===== src/rtl/maze_pkg.sv =====
// Shared types and constants for the maze memory access scheduler.
package maze_pkg;

  localparam int unsigned ADDR_W = 8;
  localparam int unsigned DEPTH  = 256;

  localparam int unsigned REQ_LOAD   = 0;
  localparam int unsigned REQ_SOLVE  = 1;
  localparam int unsigned REQ_REPLAY = 2;

  localparam logic CELL_FREE = 1'b0;
  localparam logic CELL_MARK = 1'b1;

  typedef enum logic [1:0] {
    ST_IDLE  = 2'd0,
    ST_LOAD  = 2'd1,
    ST_SERVE = 2'd2,
    ST_CLEAR = 2'd3
  } arb_state_t;

endpackage


===== src/rtl/rr_arb2.sv =====
// Two-way round-robin arbiter; the pointer moves to the requester that was not
// just granted, so a lone requester is still granted every cycle.
module rr_arb2 (
  input  logic       i_clk,
  input  logic       i_rst,
  input  logic       i_en,
  input  logic [1:0] i_req,
  output logic [1:0] o_gnt
);

  logic r_ptr;  // 0: requester 0 has priority

  always_comb begin
    o_gnt = 2'b00;
    if (i_en) begin
      if (r_ptr == 1'b0) begin
        o_gnt = i_req[0] ? 2'b01 : {i_req[1], 1'b0};
      end else begin
        o_gnt = i_req[1] ? 2'b10 : {1'b0, i_req[0]};
      end
    end
  end

  always_ff @(posedge i_clk) begin
    if (!i_rst) begin
      r_ptr <= 1'b0;
    end else if (|o_gnt) begin
      r_ptr <= o_gnt[0];
    end
  end

endmodule


===== src/rtl/maze_mem_arbiter.sv =====
// Single-port scheduler for the 256x1 maze memory: loader phase, solver/replay
// round-robin service, and a full-array clear sweep.
module maze_mem_arbiter
  import maze_pkg::*;
(
  input  logic              i_clk,
  input  logic              i_rst,        // synchronous, active-low
  input  logic              i_load_start,
  input  logic              i_load_done,
  input  logic              i_clr_start,
  output logic              o_clr_done,
  output logic              o_busy,
  input  logic [2:0]        i_req,
  input  logic [2:0]        i_we,
  input  logic [3:0]        i_x0,
  input  logic [3:0]        i_y0,
  input  logic [3:0]        i_x1,
  input  logic [3:0]        i_y1,
  input  logic [3:0]        i_x2,
  input  logic [3:0]        i_y2,
  input  logic [2:0]        i_wd,
  output logic [2:0]        o_gnt,
  output logic [2:0]        o_rvalid,
  output logic              o_rdata,
  output logic [ADDR_W-1:0] o_mem_addr,
  output logic              o_mem_we,
  output logic              o_mem_wd,
  output logic              o_mem_re,
  input  logic              i_mem_rd
);

  arb_state_t r_state, w_state_nxt;
  logic [8:0] r_sweep;
  logic       r_clr_done;
  logic [2:0] r_rvalid;
  logic [1:0] w_rr_gnt;
  logic       w_serve;
  logic       w_sweep_last;
  logic       w_any_rr_req;

  assign w_serve      = (r_state == ST_SERVE);
  assign w_sweep_last = (r_state == ST_CLEAR) && (r_sweep == 9'(DEPTH - 1));
  assign w_any_rr_req = i_req[REQ_SOLVE] | i_req[REQ_REPLAY];

  rr_arb2 u_rr_arb2 (
    .i_clk (i_clk),
    .i_rst (i_rst),
    .i_en  (w_serve),
    .i_req (i_req[2:1]),
    .o_gnt (w_rr_gnt)
  );

  always_comb begin
    o_gnt = 3'b000;
    if (r_state == ST_LOAD) begin
      o_gnt[REQ_LOAD] = i_req[REQ_LOAD];
    end else if (w_serve) begin
      o_gnt[2:1] = w_rr_gnt;
    end
  end

  always_comb begin
    o_mem_addr = '0;
    o_mem_we   = 1'b0;
    o_mem_wd   = 1'b0;
    o_mem_re   = 1'b0;
    if (r_state == ST_CLEAR) begin
      o_mem_addr = r_sweep[ADDR_W-1:0];
      o_mem_we   = 1'b1;
      o_mem_wd   = CELL_FREE;
    end else if (o_gnt[REQ_LOAD]) begin
      o_mem_addr = {i_y0, i_x0};
      o_mem_we   = i_we[REQ_LOAD];
      o_mem_wd   = i_wd[REQ_LOAD];
      o_mem_re   = ~i_we[REQ_LOAD];
    end else if (o_gnt[REQ_SOLVE]) begin
      o_mem_addr = {i_y1, i_x1};
      o_mem_we   = i_we[REQ_SOLVE];
      o_mem_wd   = i_wd[REQ_SOLVE];
      o_mem_re   = ~i_we[REQ_SOLVE];
    end else if (o_gnt[REQ_REPLAY]) begin
      o_mem_addr = {i_y2, i_x2};
      o_mem_we   = i_we[REQ_REPLAY];
      o_mem_wd   = i_wd[REQ_REPLAY];
      o_mem_re   = ~i_we[REQ_REPLAY];
    end
  end

  // Clear beats load when both open in the same cycle; SERVE leaves only after its grant.
  always_comb begin
    w_state_nxt = r_state;
    unique case (r_state)
      ST_IDLE: begin
        if (i_clr_start)       w_state_nxt = ST_CLEAR;
        else if (i_load_start) w_state_nxt = ST_LOAD;
        else if (w_any_rr_req) w_state_nxt = ST_SERVE;
      end
      ST_LOAD: begin
        if (i_load_done) w_state_nxt = ST_IDLE;
      end
      ST_SERVE: begin
        if (i_clr_start)        w_state_nxt = ST_CLEAR;
        else if (i_load_start)  w_state_nxt = ST_LOAD;
        else if (!w_any_rr_req) w_state_nxt = ST_IDLE;
      end
      ST_CLEAR: begin
        if (w_sweep_last) w_state_nxt = ST_IDLE;
      end
      default: w_state_nxt = ST_IDLE;
    endcase
  end

  always_ff @(posedge i_clk) begin
    if (!i_rst) begin
      r_state    <= ST_IDLE;
      r_sweep    <= 9'd0;
      r_clr_done <= 1'b0;
      r_rvalid   <= 3'b000;
    end else begin
      r_state    <= w_state_nxt;
      r_clr_done <= w_sweep_last;
      r_rvalid   <= o_gnt & ~i_we;
      if ((r_state == ST_CLEAR) && !w_sweep_last) begin
        r_sweep <= r_sweep + 9'd1;
      end else begin
        r_sweep <= 9'd0;
      end
    end
  end

  assign o_rvalid   = r_rvalid;
  assign o_rdata    = (|r_rvalid) & i_mem_rd;
  assign o_clr_done = r_clr_done;
  assign o_busy     = (r_state == ST_LOAD) || (r_state == ST_CLEAR);

endmodule

===== config.mk =====
export PLATFORM = sky130hd
export DESIGN_NAME = maze_mem_arbiter
export DESIGN_NICKNAME = d
export VERILOG_FILES = /design/src/rtl/maze_pkg.sv /design/src/rtl/rr_arb2.sv /design/src/rtl/maze_mem_arbiter.sv
export SDC_FILE = /design/constraint.sdc
export NUM_CORES = 1
export LEC_CHECK = 0
export CORE_AREA = 2 2 53 45
export CTS_CLUSTER_DIAMETER = 200
export DETAILED_ROUTE_END_ITERATION = 8
export DIE_AREA = 0 0 55 47
export DONT_BUFFER_PORTS = 1
export GPL_ROUTABILITY_DRIVEN = 0
export PLACE_DENSITY = 0.71
export REMOVE_ABC_BUFFERS = 1
export SKIP_CTS_REPAIR_TIMING = 1
export SLEW_MARGIN = 40
export SYNTH_ARGS = -nofsm -noshare
export SYNTH_HDL_FRONTEND = slang
export SYNTH_SLANG_ARGS = --single-unit

===== constraint.sdc =====
create_clock -name i_clk -period 1.65 [get_ports i_clk]
set_clock_uncertainty 0.1 [all_clocks]
set_input_delay 0.33 -clock i_clk [delete_from_list [all_inputs] [get_ports i_clk]]
set_output_delay 0.33 -clock i_clk [all_outputs]
set_load 0.03 [all_outputs]

==> out/qor.txt <==
Clock H-tree levels: 1
First-pass GRT wire length: 4480 microns
Core Region: 0.00206 sq mm
Highest Clock Rate: 496 MHz
Gate Count Post-Synth: 128
N_diodes: 0
RSZ-0062 raised after global routing: yes
Worst setup path class: register to output port
Iteration count of the initial detailed-routing pass: 4
GR Util All Layers: 0.242
Chip width: 55 microns
RR Startpoint: r_sweep[0]
Startpoint types: register
Tmin final: 2020 ps
Post-synthesis async set-or-reset flop share: 0
HPWL after DPL: 2470 microns
I/O Buffers: 0
Dpl ws: -96.5 ps
Mean routed wirelength per cell: 17.3 microns
Num ports: 59
CTS max path bufs: 2
Worst-path clk slew: 100 ps
LEAKAGE: 0.615 nW
CTS Root Buffer Type: clkbuf_4
Slew Limit Fails: 0
R2R depth: 6
Cell area after synthesis: 991 sq um
Pin count of the biggest net entering global routing: 11
Status: finished, violations left
Avg Cell Area, Syn: 7.74 sq um
Hold Crit Class: primary input to register
Worst slew margin: 0.788
Share of the synthesized area in the top cell type: 0.323
Max_cap viols: 0
CTS tree: built
Via Count: 1202
Most frequent cell after synthesis: dfxtp_1
Initial antenna violation count: 0
Die ar.: 0.00259 sq mm
Non-Filler Instances: 196
Area Growth Syn to Fin: 54.0%
Grt ovf: 0
Synth area leader: dfxtp_1
Starting Density: 0.480
Largest cells by area after synthesis: dfxtp_1, a22oi_1, a32oi_1
Worst R2R Setup Slack: 80 ps
Row count: 15
CP Max Fanout: 8
Synth Register Bits: 16
Slew @ Worst Pin: 319 ps
Synth top cells by count: dfxtp_1, nor2_1, inv_1, nand3_1
End-of-flow core utilization: 0.739
CTS sink cnt: 16
CP Capture Type: output port
Final Setup Violations: 14
Clk Latency, worst-skew pair: 290 ps
Fin. Hold Viols: 0
DP Area: 0.00129 sq mm
DR vias/cell: 6.13
Share of cells above drive strength 1: 0.444
PD cells: 680 mW/mm^2
Sequential share of the synthesized area: 0.323
Setup ws final: -365 ps
Max VDD drop: 0.000550 V
Post-route DRC violation count: 0
Library cells used by synthesis: 36
Total CTS buffers: 3
Final WL: 3380 microns
Number of synthesized flops with an enable pin: 0
First DRT Iteration DRCs: 24
Crit path arrival time: 1590 ps
Crit path launch: r_state[0]
Worst Setup EP: o_mem_we
Vias in the first global route: 1072
Antenna-violating nets left: 0
Placed Cells: 186
Crit share post-route: 1.22
Final nets: 213
Prevailing post-synth register cell: dfxtp_1
Final instance area: 0.00153 sq mm
Failing checks: setup timing
R2R Path End: r_sweep[5]
Required @ worst endpoint: 1220 ps
Synth Warn #: 0
Die height: 47 microns
==> critical path, cell delays in order, from the launching register on <==
cell and delay, ps:
dfxtp_4 390, and3b_2 270, and2_4 180, a221o_1 310
buf_6 150
==> flip-flops by register name, indices dropped and copies added (netlist names) <==
signal / flops
r_sweep: 9
o_clr_done: 1
o_rvalid: 3
r_state: 2
u_rr_arb2.r_ptr: 1
==> power breakdown <==
group          switching [mW]  internal [mW]  total (mW)
registers             0.00897          0.395       0.404
clock network           0.129          0.134       0.264
logic                   0.199          0.172       0.371
total                   0.337          0.701        1.04
==> metrics by stage <==
step                hold slack, ps  setup TNS [ps]  power [mW]
CTS                           9.15           -5180       0.972
floorplan                      309           -5260       0.595
global route                  44.2           -4180        1.08
global placement               308            -309       0.709
finish                        50.6           -3180        1.04
detailed placement             317            -834       0.716
==> worst min path at each step <==
stage | start | endpoint | slack (ps) | cells past startpoint
after global routing | i_rst | r_state[1] | 40 | 1
after CTS | i_we[0] | o_rvalid[0] | 9 | 1
after global placement | i_we[0] | o_rvalid[0] | 310 | 1
after detailed placement | i_we[0] | o_rvalid[0] | 320 | 1
after floorplan | i_we[0] | o_rvalid[0] | 310 | 1
final | i_rst | r_state[0] | 50 | 2
==> cells by family after synthesis <==
family                     share of synthesized area
and+or+nand+nor                                0.232
AOI/OAI and AO/OA                              0.299
buffers and inverters                         0.0821
DFF                                            0.323
xor gates and xnor gates                      0.0265
adders and majority gates                     0.0252
muxes                                         0.0114
==> final cells by class <==
class / count / area (sq um)
Fill cell: 158 / 538
Multi-Input combinational cell: 95 / 697
Timing Repair Buffer: 46 / 397
Tap cell: 25 / 31.3
Sequential cell: 16 / 328
Clock buffer: 4 / 36.3
Inverter: 10 / 37.5
==> cell usage in the layout (no fill, tap or decap), drive strengths merged, types with 2 or more instances in the layout <==
master and instances:
clkbuf 4, nand3 10, nand2b 3, dfxtp 16
xor2 2, buf 45, a31oi 4, a22oi 7
nor2 13, a21oi 6, nand3b 2, inv 10
a32oi 6, nand2 4, ha 2, o22ai 7
or3 5, nor2b 2, o21ai 5, and2 2
nor3 3
==> layer usage <==
metal  wire length [microns]  global-route usage  vias to the layer above
li1                        -                   -                      570
met1                    1270               0.286                      572
met2                    1780               0.433                       54
met3                     262              0.0892                        6
met4                      68              0.0293                        0
met5                       0                   0                        -
No activity file was read; power rests on OpenSTA's default activity.
